## config.mk

```make
export PLATFORM = sky130hd
export DESIGN_NAME = bank_core_req_queue
export DESIGN_NICKNAME = d
export VERILOG_FILES = /design/src/rtl/bank_core_req_queue.sv
export SDC_FILE = /design/constraint.sdc
export NUM_CORES = 1
export LEC_CHECK = 0
export BUFFER_PORTS_ARGS = -buffer_cell sky130_fd_sc_hd__buf_2
export CAP_MARGIN = 0
export CORE_AREA = 2 2 267 269
export DETAILED_ROUTE_END_ITERATION = 16
export DIE_AREA = 0 0 269 271
export HOLD_SLACK_MARGIN = 0.06
export PLACE_DENSITY = 0.82
export SYNTH_ARGS = -nofsm -noshare
export SYNTH_HDL_FRONTEND = slang
export SYNTH_SLANG_ARGS = --single-unit
```

## constraint.sdc

```tcl
create_clock -name clk -period 25.7 [get_ports clk]
set_input_delay 1.285 -clock clk [delete_from_list [all_inputs] [get_ports clk]]
set_output_delay 1.285 -clock clk [all_outputs]
set_load 0.01 [all_outputs]
```

## src/rtl/bank_core_req_queue.sv

```systemverilog
// rtl/bank_core_req_queue.sv - per-bank core request group buffer with lane serializer
//
// Buffers up to QUEUE_SIZE multi-lane request groups. It presents the valid
// lanes of the oldest group one per cycle, lowest lane index first.
//
// Ports:
//   clk, reset        clock; asynchronous active-low reset
//   in_valid          per-lane valid mask; a non-zero mask offers a group
//   in_addr/rw/byteen/data/tag  group fields (flat, lane 0 in the LSBs)
//   in_ready          a group can be accepted (state only)
//   out_valid         a lane is presented
//   out_tid           lane index of the presented lane
//   out_addr/rw/byteen/data/tag  presented lane fields and group tag
//   out_last          presented lane is the last remaining lane of its group
//   out_ready         bank accepts the presented lane
module bank_core_req_queue #(
  parameter int NUM_REQUESTS    = 4,
  parameter int WORD_ADDR_WIDTH = 30,
  parameter int WORD_SIZE       = 4,
  parameter int TAG_WIDTH       = 8,
  parameter int QUEUE_SIZE      = 4
) (
  input  logic                                   clk,
  input  logic                                   reset,
  input  logic [NUM_REQUESTS-1:0]                in_valid,
  input  logic [NUM_REQUESTS*WORD_ADDR_WIDTH-1:0] in_addr,
  input  logic [NUM_REQUESTS-1:0]                in_rw,
  input  logic [NUM_REQUESTS*WORD_SIZE-1:0]      in_byteen,
  input  logic [NUM_REQUESTS*WORD_SIZE*8-1:0]    in_data,
  input  logic [TAG_WIDTH-1:0]                   in_tag,
  output logic                                   in_ready,
  output logic                                   out_valid,
  output logic [((NUM_REQUESTS > 1) ? $clog2(NUM_REQUESTS) : 1)-1:0] out_tid,
  output logic [WORD_ADDR_WIDTH-1:0]             out_addr,
  output logic                                   out_rw,
  output logic [WORD_SIZE-1:0]                   out_byteen,
  output logic [WORD_SIZE*8-1:0]                 out_data,
  output logic [TAG_WIDTH-1:0]                   out_tag,
  output logic                                   out_last,
  input  logic                                   out_ready
);

  localparam int TID_W = (NUM_REQUESTS > 1) ? $clog2(NUM_REQUESTS) : 1;
  localparam int PTR_W = $clog2(QUEUE_SIZE);
  localparam int CNT_W = PTR_W + 1;
  localparam logic [CNT_W-1:0] FULL_CNT = CNT_W'(QUEUE_SIZE);

  // Group storage; contents are deliberately left unreset.
  logic [NUM_REQUESTS-1:0]                       mask_mem [QUEUE_SIZE];
  logic [NUM_REQUESTS-1:0][WORD_ADDR_WIDTH-1:0]  addr_mem [QUEUE_SIZE];
  logic [NUM_REQUESTS-1:0]                       rw_mem   [QUEUE_SIZE];
  logic [NUM_REQUESTS-1:0][WORD_SIZE-1:0]        be_mem   [QUEUE_SIZE];
  logic [NUM_REQUESTS-1:0][WORD_SIZE*8-1:0]      data_mem [QUEUE_SIZE];
  logic [TAG_WIDTH-1:0]                          tag_mem  [QUEUE_SIZE];

  logic [CNT_W-1:0]        count_q, count_d;
  logic [PTR_W-1:0]        wptr_q, wptr_d;
  logic [PTR_W-1:0]        rptr_q, rptr_d;
  logic [PTR_W-1:0]        rptr_nxt;
  logic [NUM_REQUESTS-1:0] rem_q, rem_d;
  logic [NUM_REQUESTS-1:0] tid_onehot;
  logic [TID_W-1:0]        tid;
  logic                    push, fire, pop;

  assign in_ready  = reset & (count_q != FULL_CNT);
  assign push      = (|in_valid) & in_ready;
  assign out_valid = (count_q != '0);
  assign out_last  = (rem_q != '0) && ((rem_q & (rem_q - NUM_REQUESTS'(1))) == '0);
  assign fire      = out_valid & out_ready;
  assign pop       = fire & out_last;
  assign rptr_nxt  = rptr_q + PTR_W'(1);

  // Lowest set bit of the remaining-lane mask selects the presented lane.
  always_comb begin
    tid = '0;
    for (int i = NUM_REQUESTS - 1; i >= 0; i--) begin
      if (rem_q[i]) tid = TID_W'(i);
    end
  end

  assign out_tid    = tid;
  assign tid_onehot = NUM_REQUESTS'(1) << tid;

  assign out_addr   = addr_mem[rptr_q][tid];
  assign out_rw     = rw_mem[rptr_q][tid];
  assign out_byteen = be_mem[rptr_q][tid];
  assign out_data   = data_mem[rptr_q][tid];
  assign out_tag    = tag_mem[rptr_q];

  always_comb begin
    count_d = count_q;
    wptr_d  = wptr_q;
    rptr_d  = rptr_q;
    rem_d   = rem_q;

    if (push) wptr_d = wptr_q + PTR_W'(1);
    if (pop)  rptr_d = rptr_nxt;

    case ({push, pop})
      2'b10:   count_d = count_q + CNT_W'(1);
      2'b01:   count_d = count_q - CNT_W'(1);
      default: count_d = count_q;
    endcase

    if (fire) rem_d = rem_q & ~tid_onehot;

    // On pop, load the next head's mask. When only one group was held and a
    // push lands on the same edge, the new head is the group being written
    // now, so its mask is taken straight from the inputs.
    if (pop) begin
      if (count_q > CNT_W'(1)) rem_d = mask_mem[rptr_nxt];
      else if (push)           rem_d = in_valid;
      else                     rem_d = '0;
    end else if (push && (count_q == '0)) begin
      rem_d = in_valid;
    end
  end

  always_ff @(posedge clk or negedge reset) begin
    if (!reset) begin
      count_q <= '0;
      wptr_q  <= '0;
      rptr_q  <= '0;
      rem_q   <= '0;
    end else begin
      count_q <= count_d;
      wptr_q  <= wptr_d;
      rptr_q  <= rptr_d;
      rem_q   <= rem_d;
    end
  end

  always_ff @(posedge clk) begin
    if (push) begin
      mask_mem[wptr_q] <= in_valid;
      addr_mem[wptr_q] <= in_addr;
      rw_mem[wptr_q]   <= in_rw;
      be_mem[wptr_q]   <= in_byteen;
      data_mem[wptr_q] <= in_data;
      tag_mem[wptr_q]  <= in_tag;
    end
  end

endmodule

```

==> metrics.md <==
| Metric | Value |
|---|---|
| Top Ports | between 300 and 400 |
| Synthesized area | 43070 um^2 |
| PortBufs | ~360 |
| Syn Nets | 2076 |
| Met2 Usage GRT | 41.41% |
| GR met3 Demand/Resource | approximately 7.7% |
| Static leakage | 16.45 nW |
| Hold Path Class | in2async |
| Area growth syn-to-layout | 14.31% |
| Max IR drop VDD | 113.4 uV |
| Worst-Skew Late Latency | ~670 ps |
| CP max FO | 54 |
| Worst slew pin tran | 1498 ps |
| NetSw | about 1.8 mW |
| Vias/cell | 6.285 |
| RePlAce Congestion | between 0.7 and 0.8 |
| Internal Dissipation | 4.098 mW |
| CTS Buffer Depth | 3 |
| Dpl cells | 3016 |
| Core area | ~70000 um^2 |
| WL per Instance | 28.12 um |
| Buffer count from post-CTS setup fixing | 0 |
| Die area | 72900 um^2 |
| CP Class | reg2out |
| Mean Syn Cell Area | 24.14 um^2 |
| Met1 Resource Use GR | roughly a third |
| Post-CTS sizing | 0 |
| CTS sink cnt | 1131 |
| Non-filler cells, final | 3234 |
| Setup crit end kind | primary output |
| DR vias | 20.33k |
| CTS Hold Bufs | 0 |
| Critical path launch point type | flip-flop |
| Period utilisation layout | 22.94% |
| Gr usage total | 25.16% |
| Seq pwr share | 43.3% |
| Total CTS buffers | 107 |
| Switching Share | 29.97% |
| Final core utilization | a little over two thirds |
| CTS tree | done |
| Fraction of layout instances using a drive strength above 1 | 36.58% |
| Synth Instances | approximately 1.8k |
| Fin. max-slew vios | 0 |
| Cell Pwr Density | 118.9 nW/um^2 |
| RSZ-0062 raised after global routing | no |
| FMAX | 169.6 MHz |
| Critical Path AT | 4610 ps |
| H-tree depth | 3 |
| Vias in the first global route | 21.52k |
| # rows | 97 |
| DP HPWL | 49.79 mm |
| Congestion Overflow GR | 0 |
| Final-report hold violation count | 0 |
| Sequential area share after synthesis | 78.74% |
| Clock Power Share | 27.1% |
| Largest net degree at the start of global routing | 171 |
| Vert. Die Dim | 271 um |
| Max transition margin | less than 1% |
| Post-synth cell types | 47 |
| Placed cell areas | 45630 um^2 |
| Routed Antenna Nets | 0 |
| Worst path required time | around 24000 ps |
| Reg2reg start | count_q[0] |
| Residual DRC | 0 |
| Seq cells post-synth | 1131 |
| Initial Utilization | 61.71% |
| Setup Skew | 18.82 ps |
| GRT busiest layer | met2 |
| Logic pwr share | 29.6% |
| Total negative setup slack | 0 ps |
| First-pass GRT wire length | 134.1 mm |
| Synth Warn # | 0 |
| Final cell area excluding filler cells | 49230 um^2 |
| DRT iter0 DRCs | between 1.5k and 2k |
| Root Buffer | clkbuf_16 |
| Final WL | 90.93 mm |
| Die width | around 270 um |
| Minimum clock period | 5896 ps |
| Max Cap Viol | 0 |
| Crit path launch | rptr_q[0] |
| Detailed Routing Iterations Pass 1 | 5 |
| Final setup fails | 0 |
| Outcome | finished, final reports clean |
| Nets@finish | 2477 |
| Initial antenna violation count | 60 |
| Worst-path clk slew | 60 ps |
==> metrics by stage <==
| step | hold slack, ps | setup slack [ps] | total power [mW] |
|---|---|---|---|
| 2_1_floorplan | 514.8 | 16920 | 3.863 |
| 3_3_place_gp | 535.7 | 20470 | 4.229 |
| 3_5_place_dp | 575.4 | 20420 | 4.284 |
| 4_1_cts | 484.6 | 19640 | 5.884 |
| 5_1_grt | 511.4 | 19370 | 6.070 |
| 6_report | 520.7 | 19800 | 5.852 |
==> state kept, by name (all words and copies together), names as in the netlist, 3 cells and up <==
signal and cells:
mask_mem 16, count_q 3, rw_mem 16, rem_q 4, data_mem 512, addr_mem 480, be_mem 64, tag_mem 32
==> layer usage <==
layer  vias to the layer above  share of wire, %
met5                         -              0.50
li1                       8539                 -
met1                     10650                36
met2                       852                52
met4                        74               2.4
met3                       211               8.7
==> final cells by class <==
type	instances	area (um^2)
Timing Repair Buffer	389	2064
Multi-Input combinational cell	548	8447
Antenna cell	25	62.56
Fill cell	3903	20560
Clock inverter	70	752.0
Tap cell	940	1176
Clock buffer	123	2780
Inverter	8	30.03
Sequential cell	1131	33920
==> cell usage in the layout, fill, tap and decap left out, types with 10 or more instances in the layout <==
master	instances
a22oi_1	67
buf_2	362
buf_4	23
bufinv_16	16
clkbuf_1	14
clkbuf_16	109
clkinv_1	22
clkinv_2	24
diode_2	25
edfxtp_1	1120
mux2i_1	69
mux4_1	10
mux4_2	270
o21ai_1	67
==> worst paths after layout <==
path	end	slack (ps)	depth (start not counted)
setup / recovery	out_data[12]	19800	6
hold / removal	rptr_q[1]	520	1
setup reg to reg	data_mem[0][15]	21610	6
hold reg to reg	count_q[1]	600	2
max in group asynchronous	rptr_q[0]	24910	1
min in group clk	count_q[1]	600	2
==> critical path: stages (launching register included) <==
cell,delay [ps]
dfrtp_4,860
buf_4,870
buf_4,850
mux4_2,620
a22oi_1,290
o21ai_1,140
buf_2,170
==> power by group through the flow <==
| stage | clock network (mW) | logic, mW | registers (mW) |
|---|---|---|---|
| final | 1.58 | 1.73 | 2.54 |
| after detailed placement | 0 | 1.71 | 2.57 |
| after floorplan | 0 | 1.27 | 2.60 |
| after CTS | 1.61 | 1.74 | 2.54 |
| after global routing | 1.67 | 1.84 | 2.56 |
| after global placement | 0 | 1.69 | 2.54 |
==> synth_stat cells, drive strengths merged <==
cell | count | area share, %
nor2 | 4 | 0.035
and3 | 4 | 0.058
xnor2 | 3 | 0.061
a211o | 1 | 0.020
o21ai | 72 | 0.84
a22oi | 67 | 1.2
a2bb2oi | 1 | 0.020
o32a | 1 | 0.023
clkbuf | 15 | 0.13
o22a | 1 | 0.020
nand2 | 4 | 0.035
mux4 | 280 | 15
o211ai | 1 | 0.017
o311ai | 3 | 0.061
nor3b | 2 | 0.046
o21ba | 1 | 0.023
ha | 9 | 0.26
nand4b | 2 | 0.041
or4 | 1 | 0.026
mux2i | 69 | 1.6
nor2b | 2 | 0.029
nor3 | 1 | 0.023
edfxtp | 1120 | 78
inv | 8 | 0.070
buf | 82 | 1.6
xor2 | 4 | 0.081
nand3 | 3 | 0.035
o21bai | 2 | 0.035
nor4b | 2 | 0.076
dfrtp | 11 | 0.64
a211oi | 2 | 0.046
a31oi | 1 | 0.015
a21boi | 1 | 0.017
and2 | 2 | 0.029
o31a | 1 | 0.020
o21a | 1 | 0.017
==> logic make-up after synthesis <==
logic type	after synthesis	synth area share [%]
flops	1131	78.74
mux	349	16.33
compound gates	156	2.342
buf+inv	105	1.752
simple gates	27	0.4329
fa+ha+maj	9	0.2615
xor+xnor	7	0.1424
(Power assumes the default switching activity.)
